[src/rtl/rom_count_sequencer.sv]
`default_nettype none
// ============================================================================
// Module  : rom_count_sequencer
// Brief   : Count sequencer feeding a 4-bit ROM incrementer and publishing
//           counts over valid/ready, with run/stop/step/load and limit control.
// Revision: 1.0 - initial release
// ============================================================================
module rom_count_sequencer #(
  parameter int                 WIDTH    = 4,
  parameter logic [WIDTH-1:0]   WRAP_VAL = '0
) (
  input  logic             clk,
  input  logic             rst,
  input  logic             start,
  input  logic             stop,
  input  logic             step,
  input  logic             load,
  input  logic [WIDTH-1:0] load_val,
  input  logic [WIDTH-1:0] limit,
  input  logic             wrap_en,
  output logic [WIDTH-1:0] rom_addr,
  input  logic [WIDTH-1:0] rom_data,
  output logic [WIDTH-1:0] count,
  output logic             out_valid,
  input  logic             out_ready,
  output logic             tc,
  output logic             done
);

  localparam logic [1:0] c_IDLE = 2'd0;
  localparam logic [1:0] c_RUN  = 2'd1;
  localparam logic [1:0] c_STEP = 2'd2;
  localparam logic [1:0] c_DONE = 2'd3;

  logic [1:0]       state_q, state_d;
  logic [WIDTH-1:0] count_q, count_d;
  logic             tc_q, tc_d;
  logic             w_offer;
  logic             w_accept;
  logic             w_at_limit;

  assign w_offer    = (state_q == c_RUN) || (state_q == c_STEP);
  assign w_accept   = w_offer && out_ready;
  assign w_at_limit = (count_q == limit);

  always_ff @(posedge clk or posedge rst) begin
    if (rst) begin
      state_q <= c_IDLE;
      count_q <= WRAP_VAL;
      tc_q    <= 1'b0;
    end else begin
      state_q <= state_d;
      count_q <= count_d;
      tc_q    <= tc_d;
    end
  end

  always_comb begin
    state_d = state_q;
    count_d = count_q;
    tc_d    = 1'b0;
    if (load) begin
      count_d = load_val;
      state_d = c_IDLE;
    end else if (stop) begin
      // A stop wins over a simultaneous accept: the offered value is kept.
      if (w_offer) begin
        state_d = c_IDLE;
      end
    end else begin
      case (state_q)
        c_IDLE: begin
          if (start) begin
            state_d = c_RUN;
          end else if (step) begin
            state_d = c_STEP;
          end
        end
        c_RUN, c_STEP: begin
          if (w_accept) begin
            if (state_q == c_STEP) begin
              state_d = c_IDLE;
            end
            if (w_at_limit) begin
              tc_d = 1'b1;
              if (wrap_en) begin
                count_d = WRAP_VAL;
              end else begin
                state_d = c_DONE;
              end
            end else begin
              count_d = rom_data;
            end
          end
        end
        default: begin
          if (start) begin
            count_d = WRAP_VAL;
            state_d = c_RUN;
          end
        end
      endcase
    end
  end

  always_comb begin
    rom_addr  = count_q;
    count     = count_q;
    out_valid = w_offer;
    tc        = tc_q;
    done      = (state_q == c_DONE);
  end

endmodule
`default_nettype wire

[config.mk]
export PLATFORM = sky130hd
export DESIGN_NAME = rom_count_sequencer
export DESIGN_NICKNAME = d
export VERILOG_FILES = /design/src/rtl/rom_count_sequencer.sv
export SDC_FILE = /design/constraint.sdc
export NUM_CORES = 1
export LEC_CHECK = 0
export ABC_AREA = 1
export BUFFER_PORTS_ARGS = -buffer_cell sky130_fd_sc_hd__buf_2
export CORE_MARGIN = 3
export CORE_UTILIZATION = 47
export CTS_CLUSTER_DIAMETER = 80
export DETAILED_ROUTE_END_ITERATION = 6
export GPL_ROUTABILITY_DRIVEN = 0
export PLACE_DENSITY = 0.79
export SYNTH_ARGS = -nofsm -noshare
export SYNTH_HDL_FRONTEND = slang
export SYNTH_SLANG_ARGS = --single-unit
[constraint.sdc]
create_clock -name clk -period 4.5 [get_ports clk]
set_input_delay 0.225 -clock clk [delete_from_list [all_inputs] [get_ports clk]]
set_output_delay 0.225 -clock clk [all_outputs]
set_load 0.02 [all_outputs]
==> flow_metrics.env <==
export IMPL_outcome="finished clean"
export IMPL_pre_cts_ws_ns=2.83
export IMPL_drt_wirelength_per_cell_um=9.68
export IMPL_synth_compound_area_share=0.0275
export IMPL_dieArea_um2=1840
export IMPL_fin_ws_ns=2.80
export IMPL_fp_row_count=12
export IMPL_slowest_stage="dfrtp_1"
export IMPL_total_power_w=0.000230
export IMPL_mappedNetlistNets=126
export IMPL_fin_crit_ns=1.70
export IMPL_dr_total_vias=713
export IMPL_crit_chain="inv_1 -> ha_1 -> inv_1 -> nor2_1 -> nand3_2 -> nand2_2 -> nand2_2 -> nand2_1 -> nand2_1"
export IMPL_slowest_delay_ns=0.41
export IMPL_timing_slew_headroom=0.830
export IMPL_critPathRequiredTime_ns=4.64
export IMPL_fin_nets=158
export IMPL_num_fill_cells=107
export IMPL_port_buffers=30
export IMPL_p_clk_frac=0.248
export IMPL_die_w_um=42.8
export IMPL_worst_setup_path_start_kind="flip-flop"
export IMPL_synth_area_mux_share=0
export IMPL_globalRouteOverflowTotal=0
export IMPL_synth_top_family_by_area="simple AND/OR/NAND/NOR gates"
export IMPL_syn2layout_area_growth_pct=27.3
export IMPL_cts_tree="done"
export IMPL_combPwrFrac=0.412
export IMPL_slew_violations=0
export IMPL_synth_simple_gate_area_frac=0.478
export IMPL_hold_viol_final=0
export IMPL_ys_ff_latch=7
export IMPL_netlist_area_um2=638
export IMPL_worst_pin_slew_ns=0.254
export IMPL_clk_insertion_delay_late_ns=0.25
export IMPL_syn_area_per_cell_um2=6.26
export IMPL_grt_max_degree=9
export IMPL_yosys_warnings=0
export IMPL_synthCells=102
export IMPL_drt_first_pass_iters=4
export IMPL_vias_per_cell=4.85
export IMPL_power_density_nw_per_um2=284
export IMPL_diodes=0
export IMPL_grt_usage=0.171
export IMPL_fin_cells=147
export IMPL_worstSetupEndpointType="flip-flop"
export IMPL_p_int_w=0.000138
export IMPL_initial_core_util=0.538
export IMPL_finalWirelength_mm=1.42
export IMPL_antenna_found_initial=0
export IMPL_finalSetupViolCount=0
export IMPL_initialDrtViolationCount=29
export IMPL_clockBufferDepth=2
export IMPL_clock_skew_ns=0.00269
export IMPL_drv_cap=0
export IMPL_ys_seq_area_frac=0.275
export IMPL_grt_setup_unrepaired="no"
export IMPL_peakVddDrop_uv=145
export IMPL_synth_xor_area_frac=0
export IMPL_io_pins=31
export IMPL_p_leak_nw=0.519
export IMPL_worstSetupPathType="reg -> reg"
export IMPL_cts_root_buf="clkbuf_4"
export IMPL_cts_num_sinks=7
export IMPL_power_frac_seq=0.340
export IMPL_fin_area_um2=812
export IMPL_dpl_cell_area_um2=776
export IMPL_cp_data_arrival_time_ns=1.84
export IMPL_p_sw_frac=0.401
export IMPL_grt_pass1_vias=600
export IMPL_core_um2=1190
export IMPL_cts_setup_buffers=0
export IMPL_grt_pass1_wl_mm=2.44
export IMPL_finalCritPeriodShare=0.378
export IMPL_fmax_mhz=588
export IMPL_ant_nets=0
export IMPL_cts_htree_levels=1
export IMPL_hold_class="in -> reg"
export IMPL_synth_adder_area_share=0.0784
export IMPL_cp_max_fo=6
export IMPL_clk_pin_slew_worst_paths_ns=0.05
export IMPL_ys_types=17
export IMPL_p_switching_w=0.0000924
export IMPL_tns_ns=0
export IMPL_place_inst=142
export IMPL_die_y_um=42.8
export IMPL_cts_buffers=3
export IMPL_drc=0
export IMPL_hpwl_mm=1.21
export IMPL_final_layout_size_suffix_gt1_frac=0.308
[final cells by class]
class,instances,area (um2),area share
multi-input cells,75,373,0.459
clock buffers,4,26.3,0.0324
inverters,16,60.1,0.0740
flip-flops and latches,7,175,0.216
repair buffers,31,160,0.197
well taps,14,17.5,0.0216
[cells by family after synthesis]
family	Yosys count
AND/OR/NAND/NOR	68
flip-flops	7
adder cells (fa/ha/maj)	4
AO/OA/AOI/OAI	3
buffers and inverters	20
[power groups by stage]
stage / clock, W / combinational [W] / sequential [W]
2_1_floorplan: 0 / 0.0000655 / 0.0000842
3_3_place_gp: 0 / 0.0000928 / 0.0000791
3_5_place_dp: 0 / 0.0000946 / 0.0000793
4_1_cts: 0.0000570 / 0.0000955 / 0.0000783
5_1_grt: 0.0000629 / 0.000106 / 0.0000801
6_report: 0.0000571 / 0.0000950 / 0.0000782
[timing repair]
item                      in CTS  in global routing
hold buffers                   1                  0
resized for setup              0                  0
hold endpoints to repair       7                  0
[stage by stage]
| stage | hold WS [ns] | util |
|---|---|---|
| after floorplan | 0.0284 | - |
| after global placement | 0.160 | 0.654 |
| after detailed placement | 0.160 | 0.654 |
| after CTS | 0.278 | 0.685 |
| after global routing | 0.299 | 0.685 |
| final | 0.278 | 0.685 |
[synthesized netlist by cell type, drive strengths merged]
library cell / number / share of area
a21oi: 1 / 0.0078
a22oi: 1 / 0.012
buf: 4 / 0.047
dfrtp: 7 / 0.27
ha: 4 / 0.078
inv: 16 / 0.094
nand2: 42 / 0.25
nand3: 12 / 0.11
nand4: 2 / 0.020
nor2: 10 / 0.078
nor3: 2 / 0.016
o21ai: 1 / 0.0078
[critical path: cells and delay by family, from the launching register on]
kind / cells / cell delay (ns)
AND/OR/NAND/NOR: 6 / 0.62
flip-flops: 1 / 0.41
adder cells (fa/ha/maj): 1 / 0.35
buffers and inverters: 2 / 0.22
[worst paths after layout]
kind,start,end,slack (ns),cells after the start
worst max register to register,state_q[0],count[0],2.80,9
worst min register to register,state_q[0],state_q[0],0.57,2
max in group asynchronous,rst,count[3],3.86,3
worst max-delay path,state_q[0],count[0],2.80,9
worst min-delay path,load_val[3],count[3],0.28,5
min in group asynchronous,rst,state_q[1],0.44,3
[flip-flops by register name, indices dropped and copies added (netlist names)]
| signal | flops |
|---|---|
| count | 4 |
| tc | 1 |
| state_q | 2 |
[cell usage in the layout, fill, tap and decap left out, drive strengths merged]
cell         instances
a21oi                1
a22oi                1
buf                 30
clkbuf               4
dfrtp                7
dlygate4sd3          1
ha                   4
inv                 16
nand2               42
nand3               12
nand4                2
nor2                10
nor3                 2
o21ai                1
[per-layer routing]
metal	track usage	vias to the layer above	wire, um
met2	0.269	39	649
li1	-	372	-
met4	0.0745	0	14
met1	0.229	300	615
met5	0	-	0
met3	0.0254	2	143
No activity file was read; power rests on OpenSTA's default activity.
